$ cat config.mk
export PLATFORM = sky130hd
export DESIGN_NAME = demux_buffer
export DESIGN_NICKNAME = d
export VERILOG_FILES = /design/src/rtl/demux_buffer.sv
export SDC_FILE = /design/constraint.sdc
export NUM_CORES = 1
export LEC_CHECK = 0
export ABC_AREA = 1
export CAP_MARGIN = 10
export CORE_ASPECT_RATIO = 0.6
export CORE_MARGIN = 2
export CORE_UTILIZATION = 40
export DETAILED_ROUTE_END_ITERATION = 12
export GPL_ROUTABILITY_DRIVEN = 0
export MAX_ROUTING_LAYER = met4
export PLACE_DENSITY = 0.61
export SLEW_MARGIN = 20
export SYNTH_ARGS = -nofsm -noshare
export SYNTH_HDL_FRONTEND = slang
export SYNTH_SLANG_ARGS = --single-unit
$ cat constraint.sdc
create_clock -name CLK -period 6 [get_ports CLK]
set_input_delay 1.8 -clock CLK [delete_from_list [all_inputs] [get_ports CLK]]
set_output_delay 1.8 -clock CLK [all_outputs]
set_load 0.03 [all_outputs]
$ cat src/rtl/demux_buffer.sv
// One input stream split onto two independently buffered output ports.
// Condition = 0 routes to port 1, Condition = 1 routes to port 2.
module demux_buffer #(
  parameter int WIDTH = 32,
  parameter int DEPTH = 2
) (
  input  logic                     CLK,
  input  logic                     Reset,
  input  logic                     In_Valid,
  output logic                     In_Ready,
  input  logic                     Condition,
  input  logic [WIDTH-1:0]         Data,
  output logic                     Out1_Valid,
  input  logic                     Out1_Ready,
  output logic [WIDTH-1:0]         Data1,
  output logic                     Out2_Valid,
  input  logic                     Out2_Ready,
  output logic [WIDTH-1:0]         Data2,
  output logic [$clog2(DEPTH):0]   Count1,
  output logic [$clog2(DEPTH):0]   Count2
);

  localparam int AW = $clog2(DEPTH);
  localparam int CW = AW + 1;
  localparam logic [CW-1:0] FULL = CW'(DEPTH);

  // Handshakes: a transfer happens on a rising edge where valid && ready.
  // In_Ready depends only on registered occupancy, never on output readies,
  // so a pop on a full buffer frees space one cycle later.
  logic             accept;
  logic             out_ready [2];
  logic [CW-1:0]    cnt       [2];
  logic [WIDTH-1:0] head      [2];

  assign out_ready[0] = Out1_Ready;
  assign out_ready[1] = Out2_Ready;

  assign In_Ready = (Condition ? cnt[1] : cnt[0]) != FULL;
  assign accept   = In_Valid && In_Ready;

  for (genvar p = 0; p < 2; p++) begin : g_port
    logic [WIDTH-1:0] mem [DEPTH];
    logic [AW-1:0]    wr_ptr;
    logic [AW-1:0]    rd_ptr;
    logic [CW-1:0]    count;
    logic             push;
    logic             pop;

    assign push = accept && (Condition == 1'(p));
    assign pop  = (count != '0) && out_ready[p];

    // Pointers are AW bits wide, so DEPTH being a power of two makes them wrap for free.
    always_ff @(posedge CLK) begin
      if (Reset) begin
        wr_ptr <= '0;
        rd_ptr <= '0;
        count  <= '0;
        for (int i = 0; i < DEPTH; i++) mem[i] <= '0;
      end else begin
        if (push) begin
          mem[wr_ptr] <= Data;
          wr_ptr      <= wr_ptr + 1'b1;
        end
        if (pop) rd_ptr <= rd_ptr + 1'b1;
        if (push && !pop)      count <= count + 1'b1;
        else if (pop && !push) count <= count - 1'b1;
      end
    end

    assign cnt[p]  = count;
    assign head[p] = mem[rd_ptr];
  end

  assign Count1     = cnt[0];
  assign Count2     = cnt[1];
  assign Out1_Valid = cnt[0] != '0;
  assign Out2_Valid = cnt[1] != '0;
  assign Data1      = head[0];
  assign Data2      = head[1];

endmodule

# --- Word level (Yosys, flattened, before mapping) ---
# Memories as Yosys holds them, arrays and structs flattened. A register that Yosys moved wholly into a read port is not among the register bits.
# Index checks and enable logic that the tools add are counted.
totals:
  regBits: 8
  ramBits: 128
  input_bits: 38
  mem_count: 2
mem_list:
  columns: ["name", "depth", "width", "read_ports", "rd_ports_with_merged_regs", "write_ports", "line_no", "text"]
  rows:
  - ["g_port[0].mem", 2, 32, 1, 1, 2, "42", "logic [WIDTH-1:0] mem [DEPTH];"]
  - ["g_port[1].mem", 2, 32, 1, 1, 2, "42", null]
op_classes:
  n_addsub: 8
  eq_ne: 1
  n_mux: 23
  bitwise: 1
  reduce_logical: 19
ops:
  columns: ["cell", "count"]
  rows:
  - ["$mux 32", 2]
  - ["$reduce_or 32->1", 2]
  - ["$mux 1", 16]
  - ["$mux 2", 5]
  - ["$logic_and 1x1->1", 9]
  - ["$reduce_bool 2->1", 4]
  - ["$add 1x1->1 const B", 4]
  - ["$add 2x1->2 const B", 2]
  - ["$logic_not 1->1", 4]
  - ["$sub 2x1->2 const B", 2]
  - ["$ne 2x2->1 const B", 1]
  - ["$not 1->1", 1]

# --- Longest topological paths before layout ---
logic_depth:
  depth_word: 9
  ltp_mapped: 10

# --- Least setup slack after synthesis ---
# No wires, ideal clock.
synth_path:
  path_type: "input-to-reg"
  start: "in Reset"
  end: "mem g_port[0].mem[1][0], enable pin"
  t_arrival_ns: 4.372
  t_required_ns: 5.534
  path_slack_ns: 1.162
  cell_stages: 3
  path_buffers: 0
  cell_sequence: "clkinv_1 -> nand2_1 -> o21ai_0"
synth_lines:
  columns: ["item", "line_no", "text"]
  rows:
  - ["start, declared", "8", "input logic Reset,"]
  - ["end, declared", "42", null]

# --- Final worst setup path ---
layout_path:
  start: "in Condition"
  end: "out In_Ready"
layout_between:
  elab_chain_cells: 2
layout_lines:
  columns: ["item", "line_no", "text"]
  rows:
  - ["start, declared", "11", "input logic Condition,"]
  - ["$mux 2", "38", "assign In_Ready = (Condition ? cnt[1] : cnt[0]) != FULL;"]
  - ["$ne 2x2->1", "38", null]
  - ["end, declared", "10", "output logic In_Ready,"]
# No other way between the ends.

==> flow_summary.toml <==
[cts]
postCtsSetupBuffers = 0
clockRootBuffer = "clkbuf_16"
numCtsBuffers = 17
cts_resized = 0
clock_sinks = 138
htreeDepth = 4
clockBufferDepth = 2
clk_latency_ns = 0.41
cts_tree = "yes"
clk_pin_slew_worst_paths_ns = 0.05
hold_buffers = 0

[worst_setup_path]
worstSetupStartpointType = "primary input"
crit_start = "Condition"
crit_path_max_fanout = 3
reg2reg_from = "Count1[1]$_SDFFE_PP0P_"
required_ns = 4.20
cp-end-kind = "output port"
r2r_slack_ns = 3.55
r2r_cells = 5
path_class = "in -> out"
arrival_ns = 3.26

[timing]
relSlewSlack = 0.3888
setup_viol = 0
finalCritPeriodShare = 0.8426
finalClockSkew_ns = 0.01139
clock.fmax_mhz = 197.8
hold_violations = 0
rsz0062_at_grt = "false"
setup_ws_ns = 0.9446
max_slew.worst_pin.slew_ns = 0.9136
slew_viol_final = 0
tns_ns = 0
layout_min_cycle_time_ns = 5.055

[grt]
overflow = 0
antenna_found_initial = 0
grt_pass1_vias = 3717
grt_use_total = 0.1770
grt_pass1_wl_um = 20080
grt_max_degree = 37

[cells_and_area]
insertedDiodeCount = 0
nets = 593
final_common_cell = "edfxtp_1"
fillers = 1179
final_cell_mix = "edfxtp_1 (128), clkdlybuf4s50_1 (108), nor2_1 (102)"
drive_above_1_share = 0.1943
syn_to_final_growth_pct = 31.86

[synth]
ys_ff_latch = 138
synth_cells = 445
avgSynthCellArea_um2 = 13.23
syn-num-nets = 485
synth_cell_types = 23
netlist_area_mm2 = 0.005887
yosys_warnings = 0
ys_seq_area_frac = 0.6869

[placed_design]
numPortBuffers = 108
dp_worst_setup_slack_ns = 0.9420
place_hpwl_um = 7654

[drt]
dr.pass1.iters = 5
routedWlPerCell_um = 16.77
vias = 3671
routed_via_density = 4.805
drt_wl_total_um = 12810
drc = 0
ant_nets = 0
first_iter_violations = 181

[power]
powerDensity_mw_per_mm2 = 376.4
p_total_mw = 2.922
ir_worst_vdd_mv = 0.2025
leakage_nw = 3.000

[run]
maxCapViolations = 0

[die]
fp.dieW_um = 160.6
floorplan.initialDensity = 0.4082
core_area_mm2 = 0.01442
die_area_mm2 = 0.01574
rows = 34
ios = 109
die-height_um = 97.97

[status]
status = "completed"

[min_path]
hold_class = "reg -> reg"
hold_path_depth = 2
hold_path.startpoint = "g_port[0].rd_ptr$_SDFFE_PP0P_"
==> cell usage after synthesis <==
master	instances	area (µm²)
edfxtp_1	128	3844
nor2_1	102	382.9
mux2_2	60	675.7
inv_1	39	146.4
nor3_1	32	160.2
nand2_1	15	56.30
buf_2	10	50.05
dfxtp_1	10	200.2
a21oi_1	8	40.04
o21ai_0	8	40.04
buf_4	6	45.04
buf_6	6	67.56
mux2_1	4	45.04
inv_2	3	11.26
clkbuf_1	2	7.510
ha_1	2	25.02
nand2_2	2	12.51
nand3_1	2	10.01
nand3_2	2	20.02
clkinv_1	1	3.750
nand2_4	1	11.26
nor2_4	1	11.26
o211ai_4	1	21.27
==> final timing paths <==
path                                                      endpoint
worst min register to register                                flop
worst max-delay path                                      In_Ready
worst min-delay path                                          flop
worst max register to register  g_port[0].mem[0][16]$_SDFFCE_PN0P_
==> layer usage <==
layer,track usage,wire length [µm],vias to the layer above,share of wire
met3,0.04970,794,10,0.062
met1,0.2506,6456,1783,0.50
li1,-,-,1759,-
met2,0.2493,5462,119,0.43
met4,0.04990,95,0,0.0074
met5,-,0,-,0
==> final cells by class <==
cell class / instances / area (µm²) / area share
Sequential cell: 138 / 4046 / 0.5213
Timing Repair Buffer: 113 / 1159 / 0.1493
Clock inverter: 9 / 147.6 / 0.01902
Multi-Input combinational cell: 240 / 1533 / 0.1975
Clock buffer: 23 / 467.9 / 0.06028
Inverter: 43 / 161.4 / 0.02079
Tap cell: 198 / 247.7 / 0.03191
==> cells by family after synthesis <==
| kind of cell | count (synthesis) | synth area share |
|---|---|---|
| compound gates | 17 | 0.01722 |
| fa+ha+maj | 2 | 0.004250 |
| buf+inv | 67 | 0.05632 |
| flops | 138 | 0.6869 |
| mux | 64 | 0.1224 |
| simple gates | 157 | 0.1129 |
==> worst max-delay path: stages <==
cell and delay, ns:
clkdlybuf4s50_1 0.50, inv_1 0.10, nand2_1 0.07, o21ai_0 0.07, inv_1 0.06, clkdlybuf4s50_1 0.66
==> metrics by stage <==
step	cells	utilization	instance area (µm²)	hold WS [ns]
3_5_place_dp	730	0.4918	7092	0.4553
4_1_cts	762	0.5344	7707	0.4663
3_3_place_gp	730	0.4918	7092	0.4506
6_report	764	0.5383	7762	0.4672
5_1_grt	764	0.5383	7762	0.4913
2_1_floorplan	445	-	5887	0.4476
==> registers in the layout (all words and copies together), names as in the netlist, named ones only <==
name	cells
Count1	2
g_port.mem	128
g_port.wr_ptr	2
Count2	2
g_port.rd_ptr	2
==> power breakdown <==
group	switching [mW]	total (mW)	internal [mW]
registers	0.0604	1.19	1.13
clock network	0.377	1.09	0.715
logic	0.365	0.640	0.275
Note: power is estimated with default switching activity, not from simulation.
